===== config.mk =====
export PLATFORM = sky130hd
export DESIGN_NAME = ecc_20_wr_enc
export DESIGN_NICKNAME = d
export VERILOG_FILES = /design/src/rtl/ecc_20_wr_enc.sv
export SDC_FILE = /design/constraint.sdc
export NUM_CORES = 1
export LEC_CHECK = 0
export BUFFER_PORTS_ARGS = -buffer_cell sky130_fd_sc_hd__buf_2
export CAP_MARGIN = 20
export CORE_ASPECT_RATIO = 1.5
export CORE_MARGIN = 1
export CORE_UTILIZATION = 44
export DETAILED_ROUTE_END_ITERATION = 6
export GPL_TIMING_DRIVEN = 1
export PLACE_DENSITY_LB_ADDON = 0.3
export RECOVER_POWER = 100
export SYNTH_ARGS = -nofsm -noshare
export SYNTH_HDL_FRONTEND = slang
export SYNTH_SLANG_ARGS = --single-unit

===== constraint.sdc =====
create_clock -name clk -period 2.45 [get_ports clk]
set_clock_uncertainty 0.15 [all_clocks]
set_input_delay 0.245 -clock clk [delete_from_list [all_inputs] [get_ports clk]]
set_output_delay 0.245 -clock clk [all_outputs]
set_load 0.01 [all_outputs]

===== src/rtl/ecc_20_wr_enc.sv =====
// Write-side SEC-DED encoder for 20-bit data: registered valid/ready stage producing
// {parity, data} codewords, with one-shot single/double-bit error injection and stat counters.
module ecc_20_wr_enc #(
    parameter int DATA_WIDTH   = 20,
    parameter int PARITY_WIDTH = 6,
    parameter int CNT_WIDTH    = 16
) (
    input  logic                               clk,
    input  logic                               rst_n,
    input  logic                               in_vld,
    output logic                               in_rdy,
    input  logic [DATA_WIDTH-1:0]              in_data,
    input  logic                               bypass,
    input  logic                               inj_sbit,
    input  logic                               inj_dbit,
    input  logic [4:0]                         inj_pos0,
    input  logic [4:0]                         inj_pos1,
    output logic                               inj_armed,
    output logic                               inj_done,
    output logic                               out_vld,
    input  logic                               out_rdy,
    output logic [DATA_WIDTH+PARITY_WIDTH-1:0] out_cw,
    output logic [CNT_WIDTH-1:0]               enc_cnt,
    output logic [7:0]                         inj_cnt
);
    localparam int CW = DATA_WIDTH + PARITY_WIDTH;

    typedef enum logic [1:0] {IDLE, ARM_S, ARM_D} inj_state_t;

    inj_state_t            r_state;
    inj_state_t            w_state_nxt;
    logic [4:0]            r_pos0;
    logic [4:0]            r_pos1;
    logic                  r_vld;
    logic [CW-1:0]         r_cw;
    logic                  r_done;
    logic [CNT_WIDTH-1:0]  r_enc_cnt;
    logic [7:0]            r_inj_cnt;

    logic                    w_accept;
    logic                    w_inj_apply;
    logic                    w_arm;
    logic [PARITY_WIDTH-1:0] w_parity;
    logic [CW-1:0]           w_mask;
    logic [CW-1:0]           w_cw;
    logic [4:0]              w_map0;
    logic [4:0]              w_map1;
    logic [4:0]              w_pos1_eff;

    function automatic logic [4:0] map_pos(input logic [4:0] p);
        return (p >= 5'd26) ? p - 5'd26 : p;
    endfunction

    assign in_rdy      = !r_vld | out_rdy;
    assign w_accept    = in_vld & in_rdy;
    assign w_inj_apply = w_accept & !bypass & (r_state != IDLE);
    assign w_arm       = (r_state == IDLE) & (inj_sbit | inj_dbit);

    assign w_parity[0] = in_data[0] ^ in_data[1] ^ in_data[3] ^ in_data[4] ^ in_data[6] ^ in_data[8]
                       ^ in_data[10] ^ in_data[11] ^ in_data[13] ^ in_data[15] ^ in_data[17] ^ in_data[19];
    assign w_parity[1] = in_data[0] ^ in_data[2] ^ in_data[3] ^ in_data[5] ^ in_data[6] ^ in_data[9]
                       ^ in_data[10] ^ in_data[12] ^ in_data[13] ^ in_data[16] ^ in_data[17];
    assign w_parity[2] = in_data[1] ^ in_data[2] ^ in_data[3] ^ in_data[7] ^ in_data[8] ^ in_data[9]
                       ^ in_data[10] ^ in_data[14] ^ in_data[15] ^ in_data[16] ^ in_data[17];
    assign w_parity[3] = in_data[4] ^ in_data[5] ^ in_data[6] ^ in_data[7] ^ in_data[8] ^ in_data[9]
                       ^ in_data[10] ^ in_data[18] ^ in_data[19];
    assign w_parity[4] = in_data[11] ^ in_data[12] ^ in_data[13] ^ in_data[14] ^ in_data[15]
                       ^ in_data[16] ^ in_data[17] ^ in_data[18] ^ in_data[19];
    assign w_parity[5] = in_data[0] ^ in_data[1] ^ in_data[2] ^ in_data[4] ^ in_data[5] ^ in_data[7]
                       ^ in_data[10] ^ in_data[11] ^ in_data[12] ^ in_data[14] ^ in_data[17] ^ in_data[18];

    // Positions are folded into range at arm time; a colliding dbit second position
    // is bumped so exactly two distinct bits flip.
    assign w_map0     = map_pos(inj_pos0);
    assign w_map1     = map_pos(inj_pos1);
    assign w_pos1_eff = (w_map1 != w_map0) ? w_map1 :
                        (w_map0 == 5'd25)  ? 5'd0 : w_map0 + 5'd1;

    always_comb begin
        w_mask = CW'(1) << r_pos0;
        if (r_state == ARM_D) begin
            w_mask = w_mask | (CW'(1) << r_pos1);
        end
    end

    always_comb begin
        if (bypass) begin
            w_cw = {{PARITY_WIDTH{1'b0}}, in_data};
        end else if (w_inj_apply) begin
            w_cw = {w_parity, in_data} ^ w_mask;
        end else begin
            w_cw = {w_parity, in_data};
        end
    end

    always_comb begin
        w_state_nxt = r_state;
        case (r_state)
            IDLE: begin
                if (inj_dbit) begin
                    w_state_nxt = ARM_D;
                end else if (inj_sbit) begin
                    w_state_nxt = ARM_S;
                end
            end
            ARM_S, ARM_D: begin
                if (w_inj_apply) begin
                    w_state_nxt = IDLE;
                end
            end
            default: w_state_nxt = IDLE;
        endcase
    end

    always_ff @(posedge clk) begin
        if (!rst_n) begin
            r_state <= IDLE;
            r_pos0  <= '0;
            r_pos1  <= '0;
        end else begin
            r_state <= w_state_nxt;
            if (w_arm) begin
                r_pos0 <= w_map0;
                r_pos1 <= w_pos1_eff;
            end
        end
    end

    always_ff @(posedge clk) begin
        if (!rst_n) begin
            r_vld     <= 1'b0;
            r_cw      <= '0;
            r_done    <= 1'b0;
            r_enc_cnt <= '0;
            r_inj_cnt <= '0;
        end else begin
            r_done <= w_inj_apply;
            if (w_accept) begin
                r_vld <= 1'b1;
                r_cw  <= w_cw;
                if (r_enc_cnt != '1) begin
                    r_enc_cnt <= r_enc_cnt + 1'b1;
                end
            end else if (out_rdy) begin
                r_vld <= 1'b0;
            end
            if (w_inj_apply && (r_inj_cnt != '1)) begin
                r_inj_cnt <= r_inj_cnt + 1'b1;
            end
        end
    end

    assign out_vld   = r_vld;
    assign out_cw    = r_cw;
    assign inj_done  = r_done;
    assign inj_armed = (r_state != IDLE);
    assign enc_cnt   = r_enc_cnt;
    assign inj_cnt   = r_inj_cnt;
endmodule

[After elaboration in Yosys (flattened, before gate mapping)]
Cells that the tools add are included.
Cells by class
  equality and inequality tests: 8
  $mul: 0
  divide/modulo/power cells: 0
  reductions and logical operators: 9
  add/sub/neg operators: 5
  mux-type cells: 13
  bitwise gates (word level): 65
  shifts and indexed selects: 2
  magnitude comparators: 2
Operator list (count)
  two-way mux 26 bit: 3
  XOR 1 bit: 57
  << shifter 1 x 5 -> 26 bit (first input constant): 2
  bitwise OR 26 bit: 1
  XOR 26 bit: 1
  two-way mux 5 bit: 4
  adder 16 x 1 -> 16 bit (second input constant): 1
  != test 16 bit (second input constant): 1
  greater-or-equal comparator 5 bit (second input constant): 2
  subtractor 5 bit (second input constant): 2
  adder 8 x 1 -> 8 bit (second input constant): 1
  != test 8 bit (second input constant): 1
  two-way mux 2 bit: 3
  adder 5 x 1 -> 5 bit (second input constant): 1
  == test 5 bit (second input constant): 1
  != test 5 bit: 1
  bitwise AND 1 bit: 4
  case mux 2 bit (2 select lines): 1
  AND reduction 2 bit: 2
  nonzero test 2 bit: 2
  != test 3 bit (second input constant): 1
  == test 2 x 1 -> 1 bit (second input constant): 1
  == test 2 bit (second input constant): 1
  zero test 1 bit: 2
  6 further kinds: 8
Storage, ports and cells
  memories: 0
  bits of input ports: 37
  logic and storage cells: 112
  RAM bits: 0
  bits in latches: 0
  register bits: 64
  output and inout port bits: 54
  bits in read-only memories: 0

[Depth between registers and ports, before layout]
  word-level depth: 14
  gate-level depth with buffers: 11
  gate-level depth less buffers: 11

[Least setup slack after synthesis]
OpenSTA, ideal clock, no wires.
  kind: input-to-reg
  from: in inj_pos0[2]
  to: reg r_pos1[1]
  stages on the path: 10
  arrival time: 1.920 ns
  path buffers: 0
  slack: 0.254 ns
  data required time: 2.174 ns
  library setup time: 0.126 ns
  cells stage by stage: inv_1 > ha_1 > and3b_1 > o22ai_1 > ha_1 > inv_1 > or3_1 > a21oi_1 > or3_1 > o21ai_0
On the way
  cells in the longest elaborated chain, start to end: 5
  elaborated cells on any way between the ends: 8
  those cells by class: add/sub: 2; order compare: 1; eq/ne: 2; mux: 3
RTL lines
  start, declared: RTL line 16  | input logic [4:0] inj_pos0,
  greater-or-equal comparator 5 bit / subtractor 5 bit (equally long branches): RTL line 51  | return (p >= 5'd26) ? p - 5'd26 : p;
  two-way mux 5 bit (*): RTL line 51
  adder 5 x 1 -> 5 bit / == test 5 bit (equally long branches): RTL line 77  | (w_map0 == 5'd25) ? 5'd0 : w_map0 + 5'd1;
  two-way mux 5 bit: RTL line 77
  two-way mux 5 bit (*): RTL line 76  | assign w_pos1_eff = (w_map1 != w_map0) ? w_map1 :
  end signal, assigned: RTL line 124  | r_pos1 <= w_pos1_eff;
  end, declared: RTL line 33  | logic [4:0] r_pos1;
Mark *: on every way between the ends. The rest lies on a longest branch, timed or not.
A chain may end at the register's enable or synchronous reset.

[Worst setup path in the final report]
  from: reg r_state[1]
  to: reg r_cw[1] (netlist: out_cw[1])
On the way
  cells in the longest elaborated chain, start to end: 5
  elaborated cells on any way between the ends: 7
  those cells by class: eq/ne: 1; mux: 3; bitwise: 2; reduce/logical: 1
RTL lines
  start, declared: RTL line 30  | inj_state_t r_state;
  start signal, assigned: RTL line 121  | r_state <= w_state_nxt;
  == test 2 bit: RTL line 81  | if (r_state == ARM_D) begin
  two-way mux 26 bit: RTL line 81
  XOR 26 bit: RTL line 90  | w_cw = {w_parity, in_data} ^ w_mask;
  two-way mux 26 bit (*): RTL line 89  | end else if (w_inj_apply) begin
  two-way mux 26 bit (*): RTL line 87  | if (bypass) begin
  end signal, assigned: RTL line 140  | r_cw <= w_cw;
  end, declared: RTL line 35  | logic [CW-1:0] r_cw;
Marked as above.

==> impl_metrics.toml <==
[floorplan]
die_x_um = 80.1
core_um2 = 8830
die_h_um = 119
start_util_pct = 45.5
dieArea_um2 = 9530
pin_count = 91
placementRows = 42

[timing]
relSlewSlack_pct = 50.4
rsz0062_at_grt = "false"
tightest_slew_ns = 0.736
finalSetupViolCount = 0
finalSetupTns_ns = 0
slew_viol_final = 0
setup_ws_ns = 0.191
hold_violations = 0
fin_crit_ns = 2.26
fmax_mhz = 443
fin_crit_sh_pct = 92.2

[critical_path]
worstPathCellList = "inv_1 -> ha_1 -> nor4b_4 -> buf_4 -> nand2_1 -> xor2_1 -> a211oi_1"
cpPeakStageDelay_ns = 0.40
crit_path_end_kind = "flop"
cp-start-kind = "flop"
path_max_fanout = 26
cp_slowest_cell = "nor4b_4"
worstSetupPathType = "flop to flop"
crit_arrival_ns = 2.33
crit_required_ns = 2.52

[clocking]
cts_tree = "built"
cts_resized = 0
insertion_delay_ns = 0.33
postCtsSetupBuffers = 0
clk_pin_slew_worst_paths_ns = 0.05
cts_root_buffer = "clkbuf_16"
htreeDepth = 3
hold_buffers = 0
clockBufferDepth = 2
numCtsBuffers = 9
clock_sinks = 64

[pwr]
clock_power_share_pct = 40.0
p_leak_nw = 1.73
p_sw_mw = 0.975
switching_share_pct = 29.5
combPwrFrac_pct = 24.2
p_int_mw = 2.33
seq_power_share_pct = 35.9
peakVddDrop_mv = 0.487
p_per_area_nw_per_um2 = 686

[synthesis]
async_reset_ff_share_pct = 0
synth_nets = 554
synth-seq-area-share_pct = 31.9
synth_seq_cells = 64
synth_edf_count = 0
yosysUniqueCellTypes = 50
synth_most_common_cell = "dfxtp_1"
synth_commonest_cells = "dfxtp_1 (64), nor2_1 (62), xnor2_1 (57)"
syn_inst = 509
synth_top_cell_by_area = "dfxtp_1"
synth.top_cell.area_share_pct = 31.9
ys_warn_count = 0
syn_avg_cell_area_um2 = 7.90
netlist_area_um2 = 4020
synth_ff_type = "dfxtp_1"
synthTopCellsByArea = "dfxtp_1 (32%), xnor2_1 (12%), xor2_1 (6.5%)"

[layout]
nNetsFinal = 645
diodes = 0
drive_gt1_share_pct = 10.3
syn2layout_area_growth_pct = 19.9

[detailed_routing]
final_antenna_net_count = 0
vias = 3865
viasPerCell = 5.41
route.detailed.drc = 0
drtIter0Drc = 170
firstDrtPassIters = 4
drt-total-wl_um = 10500
wl_per_cell_um = 14.8

[grt]
grt_pass1_vias = 3739
grt_max_degree = 41
grt_pass1_wl_um = 17100
antenna_found_initial = 0
gr-total-overflow = 0
gr-usage-all-layers_pct = 22.9

[hold_path]
hp-class = "primary input to flop"

[place]
dp_hpwl_um = 8090
io_buffers = 90
place.gp.congestion = 0.972
post-place-ws_ns = 0.0302

[run]
maxCapViolations = 0

[outcome]
status = "complete, no violations"
## critical path, delay by kind of cell (launching register included)
kind                       cells  cell delay [ns]
DFF                            1             0.35
AOI/OAI and AO/OA              1             0.32
adders and majority gates      1             0.24
buffers and inverters          2             0.38
and+or+nand+nor                2             0.52
xor gates and xnor gates       1             0.17
## area by class of cell
| cell class | count | area, µm² |
|---|---|---|
| Fill cell | 870 | 4010 |
| Clock inverter | 3 | 67.6 |
| Tap cell | 110 | 138 |
| Inverter | 17 | 63.8 |
| Clock buffer | 12 | 236 |
| Multi-Input combinational cell | 406 | 2580 |
| Sequential cell | 64 | 1280 |
| Timing Repair Buffer | 102 | 460 |
## final timing paths
kind,depth (start not counted),to,startpoint,slack [ns]
setup / recovery,7,out_cw[1],r_state[1],0.19
hold / removal,3,out_vld,in_vld,0.04
setup reg to reg,7,out_cw[1],r_state[1],0.19
hold reg to reg,2,out_cw[22],out_cw[22],0.31
## flip-flops by register name, summed over array words and instances (netlist names)
name / flops
r_pos1: 5
enc_cnt: 16
inj_cnt: 8
out_cw: 26
inj_done: 1
r_pos0: 5
out_vld: 1
r_state: 2
## cell usage in the layout, fill, tap and decap left out, types with 24 or more instances in the layout
| master | n |
|---|---|
| buf_2 | 35 |
| xor2_1 | 30 |
| clkbuf_1 | 61 |
| xnor2_1 | 57 |
| nor2_1 | 62 |
| a211oi_1 | 24 |
| dfxtp_1 | 64 |
| nand2_1 | 55 |
| o22ai_1 | 28 |
## metrics by stage
step                      area [µm²]  hold WS, ns  power (mW)  cells  utilization (%)
after global placement          4600        0.291        2.00    699             52.1
after CTS                       4900       0.0404        3.35    714             55.5
final                           4820       0.0438        3.31    714             54.6
after detailed placement        4600        0.299        2.02    699             52.1
after global routing            4820       0.0747        3.48    714             54.6
after floorplan                 4020        0.206        1.78    509                -
## power groups by stage
stage	sequential, mW	combinational, mW	clock [mW]
final	1.19	0.800	1.32
after global routing	1.20	0.882	1.39
after CTS	1.19	0.820	1.35
after detailed placement	1.21	0.813	0
after global placement	1.20	0.802	0
after floorplan	1.21	0.572	0
## layer usage
layer	track usage, %	routed length [µm]	vias to the layer above
li1	-	-	1952
met1	24.7	4260	1802
met2	41.9	5630	93
met3	4.44	412	18
met4	10.3	249	0
met5	0	0	-
## cell families after synthesis
group / after synthesis / synth area share (%)
simple gates: 207 / 25.4
mux: 4 / 0.996
xor+xnor: 87 / 18.9
compound gates: 100 / 16.2
flops: 64 / 31.9
fa+ha+maj: 8 / 2.49
buf+inv: 39 / 4.08
(Power assumes the default switching activity.)
